File: src/rtl/regfile_wb_sched.sv
// Round-robin write-port scheduler for a 4 x 8-bit register file (ports A and B).
// Optional pending-write scoreboard with RAW hazard flag: define REGFILE_WB_SCOREBOARD_EN.
module regfile_wb_sched #(
    parameter int DATA_W = 8,
    parameter int ADDR_W = 2
) (
    input  logic                        clk,
    input  logic                        rst,
    input  logic                        a_valid,
    input  logic [ADDR_W-1:0]           a_wb,
    input  logic signed [DATA_W-1:0]    a_data,
    output logic                        a_ready,
    input  logic                        b_valid,
    input  logic [ADDR_W-1:0]           b_wb,
    input  logic signed [DATA_W-1:0]    b_data,
    output logic                        b_ready,
    output logic                        reg_en,
    output logic [ADDR_W-1:0]           wb,
    output logic signed [DATA_W-1:0]    data,
    input  logic                        issue_valid,
    input  logic [ADDR_W-1:0]           issue_wb,
    input  logic [ADDR_W-1:0]           ra,
    input  logic [ADDR_W-1:0]           rb,
    output logic [(1<<ADDR_W)-1:0]      busy,
    output logic                        hazard
);
    localparam int NREG = 1 << ADDR_W;

    typedef enum logic {PRI_A = 1'b0, PRI_B = 1'b1} pri_t;

    pri_t                     pri, pri_nxt;
    logic                     xfer;
    logic [ADDR_W-1:0]        xfer_wb;
    logic signed [DATA_W-1:0] xfer_data;

    always_ff @(posedge clk or negedge rst) begin
        if (!rst) pri <= PRI_A;
        else      pri <= pri_nxt;
    end

    // Grants are gated by reset so nothing handshakes while the block is held.
    always_comb begin
        a_ready = 1'b0;
        b_ready = 1'b0;
        pri_nxt = pri;
        if (rst) begin
            case (pri)
                PRI_A: begin
                    a_ready = a_valid;
                    b_ready = b_valid & ~a_valid;
                end
                PRI_B: begin
                    b_ready = b_valid;
                    a_ready = a_valid & ~b_valid;
                end
                default: ;
            endcase
            if (a_ready)      pri_nxt = PRI_B;
            else if (b_ready) pri_nxt = PRI_A;
        end
    end

    assign xfer      = a_ready | b_ready;
    assign xfer_wb   = a_ready ? a_wb   : b_wb;
    assign xfer_data = a_ready ? a_data : b_data;

    // Address/data hold their last value when idle; only reg_en drops.
    always_ff @(posedge clk or negedge rst) begin
        if (!rst) begin
            reg_en <= 1'b0;
            wb     <= '0;
            data   <= '0;
        end else begin
            reg_en <= xfer;
            if (xfer) begin
                wb   <= xfer_wb;
                data <= xfer_data;
            end
        end
    end

`ifdef REGFILE_WB_SCOREBOARD_EN
    logic [NREG-1:0] set_vec, clr_vec;

    assign set_vec = issue_valid ? (NREG'(1) << issue_wb) : '0;
    assign clr_vec = xfer        ? (NREG'(1) << xfer_wb)  : '0;

    // Set is OR-ed in after the clear so a newly issued producer wins.
    always_ff @(posedge clk or negedge rst) begin
        if (!rst) busy <= '0;
        else      busy <= (busy & ~clr_vec) | set_vec;
    end

    assign hazard = busy[ra] | busy[rb];
`else
    logic unused_sb;

    assign unused_sb = ^{issue_valid, issue_wb, ra, rb};
    assign busy      = '0;
    assign hazard    = 1'b0;
`endif

endmodule

File: config.mk
export PLATFORM = sky130hd
export DESIGN_NAME = regfile_wb_sched
export DESIGN_NICKNAME = d
export VERILOG_FILES = /design/src/rtl/regfile_wb_sched.sv
export SDC_FILE = /design/constraint.sdc
export NUM_CORES = 1
export LEC_CHECK = 0
export CORE_AREA = 2 2 47 49
export CTS_CLUSTER_SIZE = 24
export DETAILED_ROUTE_END_ITERATION = 16
export DIE_AREA = 0 0 49 51
export GPL_TIMING_DRIVEN = 0
export PLACE_DENSITY_LB_ADDON = 0.05
export SLEW_MARGIN = 20
export SYNTH_ARGS = -nofsm -noshare
export SYNTH_HDL_FRONTEND = slang
export SYNTH_SLANG_ARGS = --single-unit
File: constraint.sdc
create_clock -name clk -period 4.3 [get_ports clk]
set_clock_uncertainty 0.15 [all_clocks]
set_input_delay 0.86 -clock clk [delete_from_list [all_inputs] [get_ports clk]]
set_output_delay 0.86 -clock clk [all_outputs]
set_load 0.01 [all_outputs]
==> impl_table.tex, run 1 <==
\begin{tabular}{lr}
\hline
Metric & Value \\
\hline
\multicolumn{2}{l}{\textbf{Run status}} \\
Outcome & finished, final reports clean \\
\multicolumn{2}{l}{\textbf{Power}} \\
Reported net switching power & 0.0901 mW \\
Cell area power density & 302 nW/um\^{}2 \\
Internal power consumption & 0.242 mW \\
Leak pwr & 0.445 nW \\
Seq pwr share & 40.8\% \\
Worst ir drop on vdd & 0.113 mV \\
Fraction of power spent switching nets & 27.1\% \\
Proportion of power drawn by combinational gates & 31.5\% \\
Clock share of power & 27.7\% \\
\multicolumn{2}{l}{\textbf{Logic synthesis}} \\
Number of unique standard cell types used by synthesis & 16 \\
Post-Synthesis Mean Instance Area & 9.07 sq um \\
Yosys reg bits & 12 \\
Cell types occupying the most area after synthesis & dfrtp\_1 (46\%), or3b\_1 (13\%), a31oi\_1 (9.6\%) \\
Cells after synthesis & 72 \\
Number of warnings issued by yosys & 0 \\
Sequential share of the synthesized area & 46.0\% \\
Post-synth design cell area & 653 sq um \\
Most area-hungry cell type in the Yosys netlist & dfrtp\_1 \\
Post-synth top area share & 46.0\% \\
\multicolumn{2}{l}{\textbf{Timing}} \\
Total Neg Setup Slack & 0 ns \\
Period Utilization, post-route & 91.1\% \\
Worst slew margin & 58.0\% \\
Post-route minimum period & 3.92 ns \\
Setup violation total in the final timing report & 0 \\
Highest clock rate & 255 MHz \\
Final number of hold-violating endpoints & 0 \\
Final worst-path setup slack & 0.383 ns \\
Pins Over Slew Limit & 0 \\
RSZ-0062 raised after global routing & no \\
Transition time at the pin with the least slew margin & 0.629 ns \\
\multicolumn{2}{l}{\textbf{Clock tree}} \\
Sink Count & 12 \\
CTS hold repair buffers & 0 \\
Number of buffers added by the clock tree synthesis step & 3 \\
Number of H-tree levels & 1 \\
Number of gates resized after CTS & 0 \\
Longest Clk Path Bufs & 2 \\
Clk\_lat worst skew & 0.28 ns \\
Number of setup buffers added after CTS & 0 \\
CTS tree & yes \\
Clock slew seen by the registers of the worst setup and hold paths & 0.08 ns \\
Clk root buf & clkbuf\_4 \\
\multicolumn{2}{l}{\textbf{Placement}} \\
Final HPWL DP & 1.24 mm \\
Count of placed standard cells including taps & 140 \\
GPL Wtd Cong & 0.739 \\
Worst setup slack after placement & 0.344 ns \\
Number of port buffers & 36 \\
\multicolumn{2}{l}{\textbf{Worst setup path}} \\
Data arrival time at the worst-slack endpoint & 2.91 ns \\
Setup crit end kind & output pin \\
Kind of critical path & in2out \\
CP Launch Type & input pin \\
CP delay by family, top & buffers and inverters \\
CP Buf/Inv Count & 3 \\
Cell Chain, Critical Path & clkdlybuf4s50\_1 > nand2\_1 > clkbuf\_1 > nor2\_1 > clkdlybuf4s50\_1 \\
Worst Path Required & 3.29 ns \\
Crit path max-delay cell type & clkdlybuf4s50\_1 \\
Cell with the most instances on the worst path & clkdlybuf4s50\_1 \\
Largest stage delay, worst path & 0.87 ns \\
Critical Path Fanout Max & 15 \\
\multicolumn{2}{l}{\textbf{Floorplan}} \\
Initial cell density of the core & 31.7\% \\
Row cnt & 17 \\
Placeable core region & 2060 sq um \\
Height of the die & 51 um \\
Floorplan die area & 2500 sq um \\
IO Count & 49 \\
Width of the die & 49 um \\
\multicolumn{2}{l}{\textbf{Layout}} \\
Count of fill cells added during filler insertion & 210 \\
Fin cells & 144 \\
Share of post-route cells with drive strength above 1 & 10.3\% \\
ANT cells & 0 \\
\# nets final & 148 \\
Syn-to-layout area delta & 68.4\% \\
\multicolumn{2}{l}{\textbf{Global routing}} \\
Number of antenna violations at the first check in global routing & 0 \\
Aggregate global-route resource usage & 14.2\% \\
Largest net degree at the start of global routing & 16 \\
Residual overflow from global routing & 0 \\
Wire length of the first global-routing pass & 2.65 mm \\
Via count of the first global-routing pass & 621 \\
\multicolumn{2}{l}{\textbf{Hold path}} \\
Class of the worst hold path & reg2reg \\
\multicolumn{2}{l}{\textbf{Drt}} \\
Total number of vias & 656 \\
Met2 wire length & 905 um \\
WL met3 & 95 um \\
Highest routed layer & met3 \\
Detail Route Antenna Nets & 0 \\
Routed WL per cell & 11.5 um \\
Number of vias per cell & 4.56 \\
Length of routed wiring on met1 & 658 um \\
Number of DRC violations after detailed routing & 0 \\
Iteration-0 DRC count of the detailed router & 6 \\
1st-pass router iterations & 4 \\
Total length of routed wires & 1.66 mm \\
\multicolumn{2}{l}{\textbf{Flow run}} \\
Max-cap violations & 0 \\
\hline
\end{tabular}
## cells by family after synthesis
group	after synthesis	share of synthesized area, %
simple gates	24	22.2
compound gates	23	20.1
flops	12	46.0
buf+inv	12	11.1
other cells	1	0.574
## area by class of cell
| class | count | area (sq um) | share of cell area, % |
|---|---|---|---|
| Sequential cell | 12 | 300 | 27.3 |
| Clock buffer | 4 | 36.3 | 3.30 |
| Buffer | 11 | 68.8 | 6.26 |
| Timing Repair Buffer | 36 | 360 | 32.8 |
| Tap cell | 28 | 35.0 | 3.19 |
| Multi-Input combinational cell | 52 | 295 | 26.8 |
| Inverter | 1 | 3.75 | 0.341 |
## path summary, 6_finish.rpt
kind                                 to    start  slack [ns]  cells past startpoint
worst min register to register  data[6]  data[6]        0.40                      2
worst min-delay path            data[6]  data[6]        0.40                      2
worst max-delay path            a_ready      rst        0.38                      5
min in group asynchronous         wb[1]      rst        0.82                      1
max in group asynchronous       data[0]      rst        2.77                      1
worst max register to register  data[6]      pri        2.85                      4
## worst min-delay path, delay by kind of cell, from the launching register on
kind	cells	cell delay, ns
AO/OA/AOI/OAI	1	0.04
AND/OR/NAND/NOR	1	0.10
flip-flops	1	0.38
## flip-flops by register name, summed over array words and instances (netlist names)
| signal | cells |
|---|---|
| pri | 1 |
| reg_en | 1 |
| wb | 2 |
| data | 8 |
## routing by layer
metal	track usage, %	vias to the layer above
met1	15.4	300
met2	25.6	21
met3	2.34	0
li1	-	335
met5	0	-
met4	10.0	0
## Yosys cell counts (all sizes together)
| master | instances |
|---|---|
| inv | 1 |
| a21oi | 1 |
| a31oi | 10 |
| dfrtp | 12 |
| nor2 | 11 |
| conb | 1 |
| buf | 7 |
| or3b | 10 |
| o22ai | 1 |
| o21ai | 10 |
| o21a | 1 |
| nand2 | 2 |
| and2 | 1 |
| clkbuf | 4 |
## per-stage QoR
| step | util [%] | instance area (sq um) | hold WS [ns] | power [mW] |
|---|---|---|---|---|
| global route | 53.3 | 1100 | 0.427 | 0.355 |
| global placement | 51.5 | 1060 | 0.374 | 0.243 |
| finish | 53.3 | 1100 | 0.403 | 0.332 |
| CTS | 53.3 | 1100 | 0.407 | 0.336 |
| detailed placement | 51.5 | 1060 | 0.392 | 0.244 |
| floorplan | - | 668 | 0.349 | 0.183 |
## layout by cell type (no fill, tap or decap)
master	count
and2_4	1
o22ai_1	1
o21ai_1	10
clkbuf_4	3
inv_1	1
o21a_1	1
dfrtp_1	12
a21oi_1	1
nand2_1	2
clkdlybuf4s50_1	36
buf_6	1
conb_1	5
clkbuf_1	4
a31oi_1	10
nor2_1	11
clkbuf_8	1
buf_4	5
buf_2	1
or3b_1	10
## power groups by stage
stage	sequential, mW	combinational [mW]	clock, mW
2_1_floorplan	0.144	0.0386	0
3_3_place_gp	0.138	0.105	0
3_5_place_dp	0.138	0.106	0
4_1_cts	0.136	0.106	0.0941
5_1_grt	0.138	0.114	0.103
6_report	0.136	0.104	0.0919
No activity file was read; power rests on OpenSTA's default activity.
==> run 2, diff against run 1 <==
--- a/config.mk
+++ b/config.mk
@@ -6,6 +6,7 @@
 export NUM_CORES = 1
 export LEC_CHECK = 0
 export CORE_AREA = 2 2 47 49
+export CTS_CLUSTER_DIAMETER = 60
 export CTS_CLUSTER_SIZE = 24
 export DETAILED_ROUTE_END_ITERATION = 16
 export DIE_AREA = 0 0 49 51
==> results of run 2 <==
No change in the layout: final DEF, timing and power equal those of run 1.
